===== config.mk =====
export PLATFORM = sky130hd
export DESIGN_NAME = keypad_scanner
export DESIGN_NICKNAME = d
export VERILOG_FILES = /design/src/rtl/keypad_scanner.sv
export SDC_FILE = /design/constraint.sdc
export NUM_CORES = 1
export LEC_CHECK = 0
export CORE_MARGIN = 2
export CORE_UTILIZATION = 44
export DETAILED_ROUTE_END_ITERATION = 12
export GPL_TIMING_DRIVEN = 0
export PLACE_DENSITY = 0.81
export RECOVER_POWER = 25
export SYNTH_ARGS = -nofsm -noshare
export SYNTH_HDL_FRONTEND = slang
export SYNTH_SLANG_ARGS = --single-unit

===== constraint.sdc =====
create_clock -name clk -period 3 [get_ports clk]
set_input_delay 0.75 -clock clk [delete_from_list [all_inputs] [get_ports clk]]
set_output_delay 0.75 -clock clk [all_outputs]
set_load 0.1 [all_outputs]

===== src/rtl/keypad_scanner.sv =====
// keypad_scanner
//   Scans a 4x4 active-low matrix keypad one column at a time and locks onto a
//   single pressed key. No debouncing is done here; the downstream debouncer
//   filters any pressed toggles caused by bounce straddling a scan tick.
//
// Ports
//   clk      system clock
//   reset    synchronous, active-high reset
//   counter  free-running counter shared with the debouncer (read only)
//   rows     raw keypad rows, active-low, asynchronous to clk
//   cols     column drive, active-low, exactly one bit low
//   pressed  high while a key is locked
//   key      hex code of the locked key, held after release
module keypad_scanner #(
  parameter int unsigned SCAN_BIT = 16
) (
  input  logic        clk,
  input  logic        reset,
  input  logic [31:0] counter,
  input  logic [3:0]  rows,
  output logic [3:0]  cols,
  output logic        pressed,
  output logic [3:0]  key
);

  typedef enum logic {
    SCAN = 1'b0,
    HOLD = 1'b1
  } state_t;

  state_t      state_q, state_d;
  logic [3:0]  sync1_q, rows_s_q;
  logic        bit_q;
  logic        tick;
  logic [1:0]  col_q, col_d;
  logic [3:0]  cols_q;
  logic [1:0]  hrow_q, hrow_d;
  logic [3:0]  key_q, key_d;
  logic        pressed_q, pressed_d;
  logic        hit;
  logic [1:0]  hit_row;
  logic        unused_counter_bits;

  // Only one counter bit is meaningful here; fold the rest so the full
  // shared bus can be connected without unused-bit noise.
  assign unused_counter_bits = ^counter;

  assign tick = counter[SCAN_BIT] & ~bit_q;

  function automatic logic [3:0] key_map(input logic [1:0] r, input logic [1:0] c);
    logic [3:0] code;
    code = '0;
    case ({r, c})
      4'd0:  code = 4'h1;
      4'd1:  code = 4'h2;
      4'd2:  code = 4'h3;
      4'd3:  code = 4'hA;
      4'd4:  code = 4'h4;
      4'd5:  code = 4'h5;
      4'd6:  code = 4'h6;
      4'd7:  code = 4'hB;
      4'd8:  code = 4'h7;
      4'd9:  code = 4'h8;
      4'd10: code = 4'h9;
      4'd11: code = 4'hC;
      4'd12: code = 4'hE;
      4'd13: code = 4'h0;
      4'd14: code = 4'hF;
      4'd15: code = 4'hD;
      default: code = '0;
    endcase
    return code;
  endfunction

  // A lock needs exactly one low row; idle and multi-key patterns both miss.
  always_comb begin
    hit     = 1'b0;
    hit_row = '0;
    case (rows_s_q)
      4'b1110: begin hit = 1'b1; hit_row = 2'd0; end
      4'b1101: begin hit = 1'b1; hit_row = 2'd1; end
      4'b1011: begin hit = 1'b1; hit_row = 2'd2; end
      4'b0111: begin hit = 1'b1; hit_row = 2'd3; end
      default: begin hit = 1'b0; hit_row = '0; end
    endcase
  end

  always_comb begin
    state_d   = state_q;
    col_d     = col_q;
    hrow_d    = hrow_q;
    key_d     = key_q;
    pressed_d = pressed_q;
    if (tick) begin
      case (state_q)
        SCAN: begin
          if (hit) begin
            hrow_d    = hit_row;
            key_d     = key_map(hit_row, col_q);
            pressed_d = 1'b1;
            state_d   = HOLD;
          end else begin
            col_d = col_q + 2'd1;
          end
        end
        HOLD: begin
          // Only the latched row matters; other rows are ignored while held.
          if (rows_s_q[hrow_q]) begin
            pressed_d = 1'b0;
            col_d     = col_q + 2'd1;
            state_d   = SCAN;
          end
        end
        default: state_d = SCAN;
      endcase
    end
  end

  always_ff @(posedge clk) begin
    if (reset) begin
      sync1_q   <= '1;
      rows_s_q  <= '1;
      bit_q     <= 1'b0;
      state_q   <= SCAN;
      col_q     <= '0;
      cols_q    <= 4'b1110;
      hrow_q    <= '0;
      key_q     <= '0;
      pressed_q <= 1'b0;
    end else begin
      sync1_q   <= rows;
      rows_s_q  <= sync1_q;
      bit_q     <= counter[SCAN_BIT];
      state_q   <= state_d;
      col_q     <= col_d;
      // Column drive decoded from the next index so cols comes straight off flops.
      cols_q    <= ~(4'b0001 << col_d);
      hrow_q    <= hrow_d;
      key_q     <= key_d;
      pressed_q <= pressed_d;
    end
  end

  assign cols    = cols_q;
  assign pressed = pressed_q;
  assign key     = key_q;

endmodule


==> summary.md <==
| Metric | Value |
|---|---|
| Ys flop type | `dfxtp_1` |
| Crit path arrival time | `1.81 ns` |
| CTS Buf Count | `3` |
| CP max-delay cell | `clkdlybuf4s50_1` |
| CTS tree | `built` |
| Hold crit path type | `reg2reg` |
| Final setup fails | `0` |
| Clk buf depth | `2` |
| Fmax | `391 MHz` |
| Slowest cell delay on critical path | `1.13 ns` |
| Fillcell total | `207` |
| Asr flop ratio synth | `0%` |
| Pin count of the biggest net entering global routing | `14` |
| Slew @ Worst Pin | `0.973 ns` |
| Synth top area share | `43.8%` |
| H-Tree Depth | `1` |
| Mapped Cells | `111` |
| Total gr overflow | `0` |
| Die area | `2800 um^2` |
| Initial Util | `47.1%` |
| Critical-path cell list | `clkdlybuf4s50_1` |
| Clk slew on worst S/H paths | `0.12 ns` |
| Total vias in the final route | `820` |
| Fin nets | `172` |
| MaxCap Viol Count | `0` |
| Layout cells sized above 1 | `13.2%` |
| Outcome | `finished, final reports clean` |
| Average vias per placed instance | `5.22` |
| First-pass GRT wire length | `3170 um` |
| DR WL/cell | `12.1 um` |
| Hold buffer count at CTS | `0` |
| Final Cycle Share | `85.2%` |
| VDD IR max | `445 uV` |
| Die Ht | `52.9 um` |
| Rows | `17` |
| RSZ-0062 raised after global routing | `no` |
| Worst path bufs/invs | `1` |
| Register area | `460 um^2` |
| CP startpoint kind | `flip-flop` |
| I/O Pins | `47` |
| Worst-Skew Late Latency | `0.30 ns` |
| #FFs+latches synth | `23` |
| Top post-synthesis cells by area | `dfxtp_1 (44%), mux2i_1 (5.7%), ha_1 (4.8%), or2_2 (4.8%), nand2_1 (3.2%)` |
| Leak | `0.470 nW` |
| Area of the mapped netlist | `1050 um^2` |
| Crit path max-delay family | `buffers and inverters` |
| Die W | `52.9 um` |
| Critical path class | `reg2out` |
| Seq/Total Area, Yosys | `43.8%` |
| Max_slew headroom | `34.9%` |
| GPL Wtd Cong | `0.834` |
| Final setup skew | `0.00289 ns` |
| Antenna diode count | `0` |
| DRT iter0 DRCs | `15` |
| Tmin final | `2.56 ns` |
| Worst hold slack | `0.426 ns` |
| Initial antenna violation count | `0` |
| Antenna viol nets, final | `0` |
| # port buffers | `14` |
| Post-synth top area cell | `dfxtp_1` |
| Fin. Hold Viols | `0` |
| Fin Setup TNS | `0 ns` |
| Placeable core area | `2230 um^2` |
| Gr usage total | `15.4%` |
| Cell variety after synth | `36` |
| Pwr per Cell Area | `558 nW/um^2` |
| Avg Cell Area, Syn | `9.47 um^2` |
| DRC | `0` |
| Critical Path RT | `2.25 ns` |
| Post-CTS setup buffers | `0` |
| Drt total wl | `1900 um` |
| Synthesis Warnings | `0` |
| Pins Over Slew Limit | `0` |
| Clock sinks | `23` |
| Vias in the first global route | `751` |
| Multi-input gate area | `534 um^2` |
| Post-synth EDFFs | `0` |
| Maximum fanout along the worst path | `3` |
| Clock root buffer | `clkbuf_4` |
| Syn nets | `153` |
| DP HPWL | `1460 um` |
| Post_cts resized | `0` |
| Critical Path End Type | `output pin` |
| Detailed Routing Iterations Pass 1 | `4` |
| Area grow syn2layout | `19.3%` |
## where the power goes
part	leakage, nW	switching, mW	internal (mW)
clock network	0.0177	0.0885	0.0497
registers	0.189	0.0127	0.327
logic	0.263	0.150	0.0705
total	0.470	0.251	0.448
## cell usage in the layout (no fill, tap or decap), types with 3 or more instances in the layout
master,count
ha_1,4
clkbuf_1,3
nor2_1,8
nand2_1,9
clkdlybuf4s50_1,10
clkbuf_4,3
mux2i_1,6
inv_1,4
nor2b_1,3
or2_2,8
dlygate4sd3_1,4
a21oi_1,3
o21ai_0,3
o21ai_1,3
dfxtp_1,23
## registers in the layout, summed over array words and instances (netlist names)
register and cells:
cols 4, key 4, rows_s_q 4, sync1_q 4, col_q 2, hrow_q 2, bit_q 1, pressed 1
state_q 1
## metal layers
layer	GRT usage (%)	wire [um]
met5	0	0
met4	4.70	0
met3	3.67	96
met2	26.9	970
met1	18.5	836
## Yosys cell counts, types with 2 or more instances
| library cell | count |
|---|---|
| dfxtp_1 | 23 |
| nand2_1 | 9 |
| nor2_1 | 8 |
| or2_2 | 8 |
| mux2i_1 | 6 |
| ha_1 | 4 |
| inv_1 | 4 |
| a21oi_1 | 3 |
| clkbuf_1 | 3 |
| nor2b_1 | 3 |
| o21ai_0 | 3 |
| o21ai_1 | 3 |
| a311oi_1 | 2 |
| a41oi_1 | 2 |
| and3_1 | 2 |
| buf_6 | 2 |
| nand3_1 | 2 |
| nand4_1 | 2 |
| nand4b_1 | 2 |
| nor4_1 | 2 |
| o211ai_1 | 2 |
| xnor2_1 | 2 |
## final cells by class
| class | instances | area share (%) |
|---|---|---|
| flip-flops and latches | 23 | 36.7 |
| inverters | 4 | 1.20 |
| clock buffers | 3 | 1.80 |
| clock inverters | 1 | 0.399 |
| repair buffers | 14 | 11.2 |
| plain buffers | 6 | 3.29 |
| multi-input cells | 78 | 42.6 |
| well taps | 28 | 2.79 |
## worst paths after layout
path              slack, ns                   start  cells after the start                endpoint
setup reg to reg       1.10  rows_s_q[1]$_SDFF_PP1_                      6      cols[1]$_SDFF_PP1_
setup / recovery       0.44    pressed$_SDFFE_PP0P_                      1                 pressed
hold reg to reg        0.43   sync1_q[0]$_SDFF_PP1_                      1  rows_s_q[0]$_SDFF_PP1_
hold / removal         0.43   sync1_q[0]$_SDFF_PP1_                      1  rows_s_q[0]$_SDFF_PP1_
## cells by family after synthesis
| logic type | share of synthesized area, % |
|---|---|
| AND/OR/NAND/NOR | 20.5 |
| AO/OA/AOI/OAI | 15.2 |
| flip-flops | 43.8 |
| buffers and inverters | 5.36 |
| multiplexers | 7.86 |
| adder cells (fa/ha/maj) | 4.76 |
| XOR/XNOR | 2.50 |
## per-stage QoR
stage | area [um^2] | util, % | std cells | worst slack (ns) | power (mW)
5_1_grt | 1250 | 56.1 | 157 | 0.373 | 0.739
6_report | 1250 | 56.1 | 157 | 0.444 | 0.699
4_1_cts | 1250 | 56.1 | 157 | 0.419 | 0.707
3_3_place_gp | 1230 | 54.9 | 153 | 0.523 | 0.562
3_5_place_dp | 1230 | 54.9 | 153 | 0.505 | 0.568
2_1_floorplan | 1050 | - | 111 | 1.18 | 0.519
(Power assumes the default switching activity.)
